==> config.mk <==
export PLATFORM = sky130hd
export DESIGN_NAME = debounce_sync
export DESIGN_NICKNAME = d
export VERILOG_FILES = /design/src/rtl/debounce_pkg.sv /design/src/rtl/sync_chain.sv /design/src/rtl/debounce_sync.sv
export SDC_FILE = /design/constraint.sdc
export NUM_CORES = 1
export LEC_CHECK = 0
export CAP_MARGIN = 20
export CORE_ASPECT_RATIO = 1.4
export CORE_UTILIZATION = 59
export CTS_CLUSTER_DIAMETER = 30
export CTS_CLUSTER_SIZE = 10
export DETAILED_ROUTE_END_ITERATION = 10
export GPL_ROUTABILITY_DRIVEN = 1
export GPL_TIMING_DRIVEN = 0
export PLACE_DENSITY = 0.78
export SLEW_MARGIN = 20
export SYNTH_ARGS = -nofsm -noshare
export SYNTH_HDL_FRONTEND = slang
export SYNTH_SLANG_ARGS = --single-unit
==> constraint.sdc <==
create_clock -name clk -period 3.5 [get_ports clk]
set_input_delay 0.7 -clock clk [delete_from_list [all_inputs] [get_ports clk]]
set_output_delay 0.7 -clock clk [all_outputs]
set_load 0.005 [all_outputs]
==> src/rtl/debounce_pkg.sv <==
// Shared types and default parameter values for the push-button debouncer.
//   state_e           : FSM state encoding (2 bits)
//   DefSyncStages     : default synchronizer depth
//   DefStableCount    : default number of stable samples needed to accept a level
//   DefCntWidth       : default stability counter width
package debounce_pkg;

   typedef enum logic [1:0] {
      IDLE_LOW  = 2'd0,
      WAIT_HIGH = 2'd1,
      IDLE_HIGH = 2'd2,
      WAIT_LOW  = 2'd3
   } state_e;

   localparam int unsigned DefSyncStages  = 2;
   localparam int unsigned DefStableCount = 50000;
   localparam int unsigned DefCntWidth    = 16;

endpackage

==> src/rtl/sync_chain.sv <==
// Multi-flop synchronizer bringing an asynchronous bit into the clk domain.
// Ports:
//   clk   : sampling clock
//   reset : asynchronous active-low reset, clears every stage to 0
//   d     : asynchronous input
//   q     : synchronized output (last stage)
module sync_chain
   import debounce_pkg::*;
#(
   parameter int unsigned SYNC_STAGES = DefSyncStages
) (
   input  logic clk,
   input  logic reset,
   input  logic d,
   output logic q
);

   logic [SYNC_STAGES-1:0] sync_q;

   always_ff @(posedge clk or negedge reset) begin
      if (!reset) begin
         sync_q <= '0;
      end else begin
         sync_q <= {sync_q[SYNC_STAGES-2:0], d};
      end
   end

   assign q = sync_q[SYNC_STAGES-1];

endmodule

==> src/rtl/debounce_sync.sv <==
// Debouncer: synchronizes a raw button/switch input, then accepts a new level only after
// STABLE_COUNT consecutive synchronized samples at that level. Emits one-cycle edge pulses.
// Ports:
//   clk        : system clock
//   reset      : asynchronous active-low reset
//   btn_in     : raw asynchronous input
//   enable     : 1 = debounce active, 0 = hold clean_out and abort any pending change
//   clean_out  : debounced level (registered)
//   rise_pulse : one-cycle pulse on clean_out 0->1
//   fall_pulse : one-cycle pulse on clean_out 1->0
//   busy       : high while a candidate change is being qualified
module debounce_sync
   import debounce_pkg::*;
#(
   parameter int unsigned SYNC_STAGES  = DefSyncStages,
   parameter int unsigned STABLE_COUNT = DefStableCount,
   parameter int unsigned CNT_WIDTH    = DefCntWidth
) (
   input  logic clk,
   input  logic reset,
   input  logic btn_in,
   input  logic enable,
   output logic clean_out,
   output logic rise_pulse,
   output logic fall_pulse,
   output logic busy
);

   localparam logic [CNT_WIDTH-1:0] CntOne  = CNT_WIDTH'(1);
   localparam logic [CNT_WIDTH-1:0] LastCnt = CNT_WIDTH'(STABLE_COUNT - 1);

   logic s;

   sync_chain #(
      .SYNC_STAGES(SYNC_STAGES)
   ) u_sync_chain (
      .clk  (clk),
      .reset(reset),
      .d    (btn_in),
      .q    (s)
   );

   state_e                 state_q, state_d;
   logic [CNT_WIDTH-1:0]   cnt_q, cnt_d;
   logic                   clean_q, clean_d;
   logic                   rise_q, rise_d;
   logic                   fall_q, fall_d;
   logic                   busy_q, busy_d;

   always_comb begin
      state_d = state_q;
      cnt_d   = cnt_q;
      rise_d  = 1'b0;
      fall_d  = 1'b0;

      if (!enable) begin
         // Park in the idle state that matches the level currently presented.
         state_d = (state_q == IDLE_HIGH || state_q == WAIT_LOW) ? IDLE_HIGH : IDLE_LOW;
         cnt_d   = '0;
      end else begin
         case (state_q)
            IDLE_LOW: begin
               if (s) begin
                  state_d = WAIT_HIGH;
                  cnt_d   = CntOne;
               end
            end
            WAIT_HIGH: begin
               if (!s) begin
                  state_d = IDLE_LOW;
                  cnt_d   = '0;
               end else if (cnt_q == LastCnt) begin
                  state_d = IDLE_HIGH;
                  cnt_d   = '0;
                  rise_d  = 1'b1;
               end else begin
                  cnt_d = cnt_q + CntOne;
               end
            end
            IDLE_HIGH: begin
               if (!s) begin
                  state_d = WAIT_LOW;
                  cnt_d   = CntOne;
               end
            end
            WAIT_LOW: begin
               if (s) begin
                  state_d = IDLE_HIGH;
                  cnt_d   = '0;
               end else if (cnt_q == LastCnt) begin
                  state_d = IDLE_LOW;
                  cnt_d   = '0;
                  fall_d  = 1'b1;
               end else begin
                  cnt_d = cnt_q + CntOne;
               end
            end
            default: begin
               state_d = IDLE_LOW;
               cnt_d   = '0;
            end
         endcase
      end

      // Level and busy are decoded from the next state so they land in the same edge.
      clean_d = (state_d == IDLE_HIGH) || (state_d == WAIT_LOW);
      busy_d  = (state_d == WAIT_HIGH) || (state_d == WAIT_LOW);
   end

   always_ff @(posedge clk or negedge reset) begin
      if (!reset) begin
         state_q <= IDLE_LOW;
         cnt_q   <= '0;
         clean_q <= 1'b0;
         rise_q  <= 1'b0;
         fall_q  <= 1'b0;
         busy_q  <= 1'b0;
      end else begin
         state_q <= state_d;
         cnt_q   <= cnt_d;
         clean_q <= clean_d;
         rise_q  <= rise_d;
         fall_q  <= fall_d;
         busy_q  <= busy_d;
      end
   end

   assign clean_out  = clean_q;
   assign rise_pulse = rise_q;
   assign fall_pulse = fall_q;
   assign busy       = busy_q;

endmodule
* Word level (Yosys, flattened, before mapping)
Index checks and enable logic that the tools add are counted.
** Cells by class
- Reductions and logical operators :: 5
- Equal/unequal tests :: 9
- Multiplexer cells :: 23
- $add $sub $neg :: 1
** Operator list (number)
- $mux W16 :: 6
- $pmux W16 S4 :: 1
- $add A16 B1 Y16 const B :: 1
- $eq A16 B16 Y1 const B :: 1
- $mux W2 :: 8
- $eq A2 B2 Y1 const B :: 4
- $pmux W2 S4 :: 1
- $mux W1 :: 7
- $eq A2 B1 Y1 const B :: 2
- $logic_or A1 B1 Y1 :: 3
- $ne A3 B2 Y1 const B :: 1
- $ne A3 B3 Y1 const B :: 1
- $logic_not A2 Y1 :: 1
- $reduce_and A2 Y1 :: 1
** Storage, ports and cells
- Input port bits :: 4
- Word-level logic and storage cells :: 45
- Flip-flop bits (word level) :: 24
- Output and inout port bits :: 4

* Depth between registers and ports, before layout
Gate-level depths: netlist of run 1.
- Depth in word-level cells :: 7
- Gate-level depth with buffers :: 6
- Mapped depth without buffers :: 5

* Hierarchy
Synthesis of run 1 repeated with hierarchy kept, for this count alone.
** Unflattened totals
- Cells, all modules :: 113
- Area total of the unflattened synthesis :: 1219.9 µm²
** Modules (own cells, without submodules)
- debounce_sync :: instances 1, area each 1169.9 µm², sequential area each 525.5 µm², cells each 111
- sync_chain :: instances 1, area each 50.0 µm², sequential area each 50.0 µm², cells each 2

* Worst setup path after synthesis of run 1
No wires, ideal clock.
- Path type :: register to register
- From :: register cnt_q[0]
- To :: register clean_q, in the netlist clean_out
- Path slack :: 1830 ps
- Library setup time :: 128 ps
- Data required time :: 3372 ps
- Stages on the path, launching flop included :: 6
- Arrival time :: 1543 ps
- Cell sequence :: dfrtp_1 -> ha_1 -> and3_2 -> nand4_2 -> or2_4 -> mux2_1
** Between the ends
- Cells in the longest elaborated chain, start to end :: 7
** RTL lines
- from (decl) :: RTL line debounce_sync.sv:44 : logic [CNT_WIDTH-1:0] cnt_q, cnt_d;
- from (signal assigned) :: RTL line debounce_sync.sv:120 : cnt_q <= cnt_d;
- $eq A16 B16 Y1 * :: RTL line debounce_sync.sv:72, debounce_sync.sv:90
- $mux W2 (on tied branches) :: RTL line debounce_sync.sv:90, debounce_sync.sv:72
- $mux W2 (on tied branches) :: RTL line debounce_sync.sv:87, debounce_sync.sv:69
- $pmux W2 S4 * :: RTL line debounce_sync.sv:61 : case (state_q)
- $mux W2 * :: RTL line debounce_sync.sv:56 : if (!enable) begin
- $eq A2 B2 Y1 :: RTL line debounce_sync.sv:106 : clean_d = (state_d == IDLE_HIGH) || (state_d == WAIT_LOW);
- $logic_or A1 B1 Y1 * :: RTL line debounce_sync.sv:106
- named net clean_d :: RTL line debounce_sync.sv:45 : logic clean_q, clean_d;
- to (signal assigned) :: RTL line debounce_sync.sv:121 : clean_q <= clean_d;
- to (decl) :: RTL line debounce_sync.sv:45
Mark *: on every way through the listed nets, which the timed path passes. The rest lies on a longest branch.
A chain may end at the register's enable or synchronous reset.

* Worst setup path in the final report of run 1
- From :: input enable
- To :: register cnt_q[4]
** Between the ends
- Cells in the longest elaborated chain, start to end :: 2
** RTL lines
- from (decl) :: RTL line debounce_sync.sv:22 : input logic enable,
- $ne A3 B2 Y1 (no source line) or $ne A3 B3 Y1 (tied branches)
- $reduce_and A2 Y1 (no source line)
Parallel ways exist; a longest one is shown, timed or not.

==> results.txt, run 1 <==
The via count of the routed design came out at 1096. The max-capacitance violation count came out at 0. Dividing the synthesized area by the synthesized cell count gives 9.82 µm². The number of distinct standard cells referenced by the synthesized netlist is 35. The cell sitting at the root of the clock tree is a sky130_fd_sc_hd__clkbuf_4. The register-to-register setup slack is 1420 ps. The CTS sink count came out at 23. For this configuration, the core starts out at a cell density of 0.637.

The worst setup path is captured at a flip-flop. The number of DRC markers in iteration 0 came out at 30. Across every metal layer, demand over resource in global routing totals 0.288. The highest clock frequency the design can meet came out at 467 MHz.

In this run, post-CTS hold repair placed 0 buffers. The core area came out at 1970 µm². The count of final max-slew check failures is 0. The data arrival time at the worst-slack endpoint is 2350 ps. In the finished design, the share of the clock period the worst path needs comes to 0.612.

The total wire length came out at 2800 µm. At the worst endpoint, the required time is 3710 ps. The number of placed instances, taps included, is 156. The maximum number of buffers from clock root to sink came out at 2. The x dimension of the die is 41.0 µm. The final weighted congestion in routability-driven placement is 0.881.

The overall overflow remaining after global route came out at 0. Yosys mapped a number of flops with a built-in enable equal to 0. The cell area after synthesis came out at 1260 µm². TritonCTS built the clock tree.

In this run the post-CTS setup repair buffer count came out at 0. The fraction of layout cells with a size suffix above 1 is 0.101. The floorplan step defined a die boundary enclosing 2320 µm².

The number of top-level pins came out at 8. Setup repair after global routing left no endpoint under its margin. The proportion of register bits with asynchronous set or reset after synthesis is 1.00. The maximum clock skew at final layout is 10.2 ps. The depth of the CTS H-tree came out at 1. Measured in cells, the most critical reg-to-reg path has a length of 6.

For this run, the post-layout net count is 145. The worst register-to-register path ends at cnt_q[10]$_DFFE_PN0P_. The area growth from synthesis to layout came out at 9.45%. The length of the first detailed-routing pass in iterations is 4.

The share of the core filled with cells in the final layout came out at 0.698. The setup-violating endpoint count in the final report came out at 0. The site row count came out at 19. The via count of the first global-routing pass came to 1060. The sum of internal, switching and leakage power came out at 0.421 mW. The detailed-route DRC error count came out at 0. The worst setup path is launched from a primary input. Summed over all cells, the static leakage comes to 0.556 nW.

Clock-pin slew was measured on the worst setup and hold paths at 130 ps. For the pin with the worst max-slew slack, the measured transition is 949 ps. Tracing the worst setup path back leads to its startpoint at enable. For the final routed database, the setup TNS stands at 0 ps. The maximum number of pins on one net before global-route repair came out at 24. The net count of the mapped netlist came out at 133. The number of buffers inserted by port buffering is 7. Dividing the detail-routed via count by the number of cells gives 6.85. The most used flip-flop cell after synthesis is sky130_fd_sc_hd__dfrtp_1. The residual antenna-violating net count after detailed routing is 0. The final count of hold timing violations was 0.

The min-delay analysis places its worst path in the category primary input to asynchronous set/reset pin. Dividing the detail-routed wire length by the instance count gives 17.5 µm. The setup path with the least slack is of type primary input to flip-flop. The maximum ir drop on the vdd rail is 165 µV. The number of CTS-inserted buffers is 3. The post-synthesis sequential area ratio came out at 0.458. The shortest clock period the worst path allows after layout came out at 2140 ps. The startpoint identified for the worst register-to-register timing path is cnt_q[0]$_DFFE_PN0P_.

The run finished with clean final reports. The repair_antennas step left the layout with diodes totalling 0. The clock latency on the worst-skew pair is 320 ps. The power per cell area came out at 306 nW/µm².

The number of storage elements in the synthesis netlist is 23. The count of cells in the finished layout, fillers not included, comes to 160. The number of antenna violations at the first check in global routing is 0. After legalization and detailed placement, the total HPWL measured 2000 µm. The global-route wire length before repair is 4640 µm. The number of cells produced by synthesis came out at 128. In this run, post-CTS repair resized a total of 0 instances.

The maximum fanout count along the critical path came out at 7. The count of synthesis-stage warnings from yosys came out at 0. The relative max-transition margin came out at 0.366. The worst hold margin came out at 329 ps.

The die height is 56.6 µm.
[cell type report]
class,instances,area [µm²]
clock buffer,3,22.5
buffer,8,41.3
clock inverter,1,5.00
multi-input combinational,92,622
inverter,5,18.8
fill,156,597
tap,21,26.3
timing repair buffer,7,65.1
sequential,23,576
[Yosys cell counts (all sizes together), types with 2 or more instances]
master,count,area share
xor2,2,0.014
a41oi,2,0.014
a31oi,18,0.090
and4bb,2,0.020
o21ai,3,0.012
mux2,2,0.018
nor3,3,0.012
o211ai,4,0.024
a21oi,2,0.0080
clkbuf,4,0.012
buf,4,0.021
and3,3,0.016
nand2b,2,0.0099
nor2,2,0.0060
dfrtp,23,0.46
o22ai,4,0.020
nand3,10,0.040
nand4,7,0.040
nand2,9,0.027
and4,4,0.028
nor3b,3,0.018
inv,5,0.015
nand3b,2,0.012
[sequential cells by signal (all words and copies together) (netlist names)]
register / cells
u_sync_chain.sync_q: 2
fall_pulse: 1
rise_pulse: 1
cnt_q: 16
clean_out: 1
state_q: 2
[cells by family (layout without fill, tap and decap cells)]
group	count (synthesis)	count (layout)	share of synthesized area
AOI/OAI and AO/OA	35	35	0.181
DFF	23	23	0.458
muxes	2	2	0.0179
xor gates and xnor gates	3	3	0.0209
buffers and inverters	13	24	0.0478
adders and majority gates	1	1	0.00995
and+or+nand+nor	51	51	0.265
[through the flow]
| step | cell area [µm²] | worst slack, ps |
|---|---|---|
| floorplan | 1260 | 1830 |
| global placement | 1350 | 1070 |
| detailed placement | 1350 | 1050 |
| CTS | 1380 | 1360 |
| global route | 1380 | 1290 |
| finish | 1380 | 1360 |
[worst max-delay path: stages]
cell and delay [ps]:
sky130_fd_sc_hd__clkdlybuf4s50_1 530, sky130_fd_sc_hd__nor3b_1 790, sky130_fd_sc_hd__o21ai_0 200, sky130_fd_sc_hd__o31ai_1 120
[routing by layer]
metal | track usage | part of all wire
met1 | 0.375 | 0.43
met2 | 0.449 | 0.52
met3 | 0.0553 | 0.026
met4 | 0.110 | 0.018
met5 | 0 | 0
[power by group]
| group | switching [mW] | internal, mW |
|---|---|---|
| Clock | 0.0794 | 0.0428 |
| Sequential | 0.00444 | 0.269 |
| Combinational | 0.0160 | 0.00946 |
[worst max-delay path by stage]
stage	to	slack [ps]	cells past startpoint
2_1_floorplan	clean_out$_DFF_PN0_	1830	5
3_3_place_gp	cnt_q[4]$_DFFE_PN0P_	1070	4
3_5_place_dp	cnt_q[4]$_DFFE_PN0P_	1050	4
4_1_cts	cnt_q[4]$_DFFE_PN0P_	1360	4
5_1_grt	cnt_q[4]$_DFFE_PN0P_	1290	4
6_report	cnt_q[4]$_DFFE_PN0P_	1360	4
[cells in the final DEF (no fill, tap or decap), drive strengths merged, types with 2 or more instances in the layout]
cell	instances
nand3	10
nor3	3
inv	5
mux2	2
and3	3
a41oi	2
buf	5
nand3b	2
nor3b	3
a31oi	18
o22ai	4
nand4	7
o21ai	3
o211ai	4
xor2	2
and4bb	2
clkdlybuf4s50	6
nor2	2
dfrtp	23
clkbuf	7
nand2b	2
nand2	9
a21oi	2
and4	4
(Power assumes the default switching activity.)
==> run 2, diff against run 1 <==
Settings changed: CORE_UTILIZATION 59 to 52, PLACE_DENSITY 0.78 to 0.73.
Clock period 3.5 ns to 1.9 ns, I/O delays scaled along.
==> run 2 against run 1 <==
Effect of this change: the flow now finishes with violations (design-rule violations); power is 87% higher; first-iteration DRC count is 110% higher; highest routed layer unchanged; global-route usage is 3.4 points lower; via count is 2.1% higher; clock skew is 9.1 ps lower; worst setup slack worse by 1200 ps; utilization is 6.4 points lower; wire length is 3.8% higher; critical path depth is 1 higher; sequential cell count stayed put.
==> results.txt, run 2 (same netlist as run 1, synthesis figures left out) <==
The shortest clock period the worst path allows after layout came out at 1770 ps. TritonCTS built the clock tree. Setup repair after global routing left no endpoint under its margin. The area growth from synthesis to layout came out at 12.2%. The slowest stage of the critical path belongs to the cell sky130_fd_sc_hd__dfrtp_1.

The internal power of the cells came out at 0.594 mW (+85%). The power per cell area was 557 nW/µm² (+82%). The number of placed instances, taps included came to 157 (+0.64%). The fraction of layout cells with a size suffix above 1 is 0.135 (+0.0340). The maximum clock skew at final layout was 1.10 ps (-9.13 ps). The number of DRC markers in iteration 0 is 62 (+110%). The total wire length is 2910 µm (+3.8%). The flow ran to the end, but the final reports show violations. The number of CTS-inserted buffers came out at 3 (unchanged).

The relative max-transition margin came out at 0.637 (+0.271). The net switching power of the design is 0.192 mW (+92%). The number of buffer and inverter stages on the critical path came out at 0 (-1). The count of final max-slew check failures came out at 0 (unchanged). The footprint of the multi-input gates came to 636 µm² (+2.2%). The highest clock frequency the design can meet is 565 MHz.

The depth of the CTS H-tree was 1 (unchanged). The count of hold-fix buffers inserted at cts is 0 (unchanged). The clock latency on the worst-skew pair came out at 320 ps (about the same). The number of antenna violations at the first check in global routing came out at 0 (unchanged). The site row count came to 20 (+1). The maximum ir drop on the vdd rail came out at 399 µV (+140%).

The global-route wire length before repair is 4980 µm (+7.4%). The signal on the critical path passes through ha_1, and3_2, nand4_4, or2_4, mux2_1. The met2 usage in global routing came to 0.424 (-0.0244). The data required time of the critical path came out at 2110 ps (-1600 ps).

The post-detailed-placement half-perimeter wirelength came out at 1950 µm (-2.4%). The maximum number of buffers from clock root to sink came out at 2 (unchanged). The filler cell count in the final layout is 190 (+22%). The clock tree root buffer cell is sky130_fd_sc_hd__clkbuf_4.

The worst setup path is of the flip-flop to flip-flop kind. The final sum of negative setup slack is 0 ps (unchanged). In the final layout, the registers with the most flip-flops are cnt_q (16), state_q (2), u_sync_chain.sync_q (2). The class of the most critical hold timing path is primary input to asynchronous set/reset pin. The die outline area is 2620 µm² (+13%). The residual antenna-violating net count after detailed routing came out at 0 (unchanged). The detailed-route DRC error count is 2 (+2). The library cells used most frequently in the layout, excluding fill and tap cells, are sky130_fd_sc_hd__dfrtp_1 (23), sky130_fd_sc_hd__a31oi_1 (18), sky130_fd_sc_hd__nand3_1 (10), sky130_fd_sc_hd__nand2_1 (9). The x dimension of the die came out at 43.6 µm (+6.2%). The data arrival time at the worst-slack endpoint came out at 1980 ps (-370 ps). The element type at the critical path start is a flip-flop.

The part of the total power dissipated in the clock network came out at 0.296 (+0.006). The core area is 2230 µm² (+13%). The final reports fail on design-rule violations. The leakage power total came out at 0.581 nW (+4.5%). The detail-routed via count per cell came out at 6.87 (+0.22%). The starting utilization of the core area is 0.565 (-0.0727).

The final non-filler cell total is 163 (+1.9%). The portion of total power attributed to sequential cells is 0.637 (-0.012). The max-capacitance violation count was 0 (unchanged). The die height came out at 60.2 µm (+6.3%). The sequential cell area in the final layout came out at 576 µm² (unchanged). The length of the first detailed-routing pass in iterations is 7 (+3). The global-route usage over all layers is 0.253 (-0.0344). The global routing usage on met1 came out at 0.322 (-0.0525). The transition at the pin with the smallest max-transition slack came out at 542 ps (-407 ps).

The switching part of the total is 0.244 (+0.00684). The register clock-pin slew on the reported worst setup and hold paths came out at 130 ps (about the same). The kind of cell adding the most delay to the critical path is simple AND/OR/NAND/NOR gates. The final count of hold timing violations is 0 (unchanged).

The delay contributed by the slowest stage of the critical path is 390 ps (-400 ps). The final weighted congestion in routability-driven placement came out at 0.885 (+0.40%). The via count of the first global-routing pass is 1100 (+3.8%). The global-route track usage on met3 is 0.0272 (-0.0281).

The CTS sink count came out at 23 (unchanged). The overall overflow remaining after global route is 0 (unchanged). The period utilization is 0.931. The routed wire length per instance came to 17.9 µm (+1.9%). The kind of end point of the critical path is a flip-flop. The setup-violating endpoint count in the final report came out at 0 (unchanged).

The layer with the highest usage is met2. Leaving out fill and tap cells, the most frequent cell in the layout is sky130_fd_sc_hd__dfrtp_1. The number of diodes added for antenna fixing came out at 0 (unchanged). The flip-flop count of the largest register, all copies and words added is 16 (unchanged). The number of top-level pins came out at 8 (unchanged). The number of buffers inserted by port buffering came out at 7 (unchanged). The maximum number of pins on one net before global-route repair is 24 (unchanged). Counting flops per register, the top entry is cnt_q. The via count of the routed design was 1119 (+2.1%). The combinational power share came out at 0.066 (+0.006). The maximum fanout count along the critical path was 7 (unchanged). The final net count is 147 (+1.4%).
run 2: worst register-to-register path, delay by kind of cell (launching register included):
family | cells | cell delay [ps]
adders and majority gates | 1 | 210
muxes | 1 | 310
and+or+nand+nor | 3 | 750
DFF | 1 | 390
run 2: timing repair:
action / CTS / global route
resized for setup: 2 / 4
cloned: 0 / 0
endpoints found under the setup margin: 11 / 15
buffers inserted: 1 / 1
run 2: final cells by class:
class                      instances  share of cell area
buffer                             8              0.0328
clock buffer                       3              0.0160
clock inverter                     1             0.00355
inverter                           5              0.0133
multi-input combinational         92               0.450
sequential                        23               0.408
tap                               22              0.0195
timing repair buffer               9              0.0567
run 2: worst paths after layout:
kind,from,end,slack (ps),cells past startpoint
worst max-delay path,cnt_q[1]$_DFFE_PN0P_,state_q[1]$_DFF_PN0_,130,5
worst min-delay path,reset,fall_pulse$_DFF_PN0_,6,1
worst max register to register,cnt_q[1]$_DFFE_PN0P_,state_q[1]$_DFF_PN0_,130,5
worst min register to register,u_sync_chain.sync_q[0]$_DFF_PN0_,u_sync_chain.sync_q[1]$_DFF_PN0_,370,0
max in group asynchronous,reset,cnt_q[2]$_DFFE_PN0P_,1560,1
min in group clk,u_sync_chain.sync_q[0]$_DFF_PN0_,u_sync_chain.sync_q[1]$_DFF_PN0_,370,0
run 2: power groups by stage:
stage	registers [mW]	logic, mW	clock network (mW)
2_1_floorplan	0.511	0.0232	0
5_1_grt	0.503	0.0589	0.251
6_report	0.501	0.0519	0.233
3_3_place_gp	0.512	0.0470	0
3_5_place_dp	0.512	0.0482	0
4_1_cts	0.501	0.0523	0.232
run 2: layer usage:
metal	up-vias	routed length, µm	part of all wire
met2	29	1480	0.51
met3	5	129	0.044
met1	555	1250	0.43
met4	0	42	0.014
li1	530	-	-
met5	-	0	0
run 2: through the flow:
stage	area (µm²)	utilization	hold WS, ps	power [mW]	worst slack, ps
floorplan	1260	-	84.4	0.534	230
global placement	1360	0.608	334	0.559	-179
detailed placement	1360	0.608	341	0.560	-218
CTS	1390	0.625	371	0.785	13.4
global route	1410	0.634	46.2	0.812	40.1
finish	1410	0.634	5.77	0.786	131
==> run 3, diff against run 2 <==
Settings changed: CAP_MARGIN 20 to default.
==> results of run 3 <==
No change in the layout: final DEF, timing and power equal those of run 2.
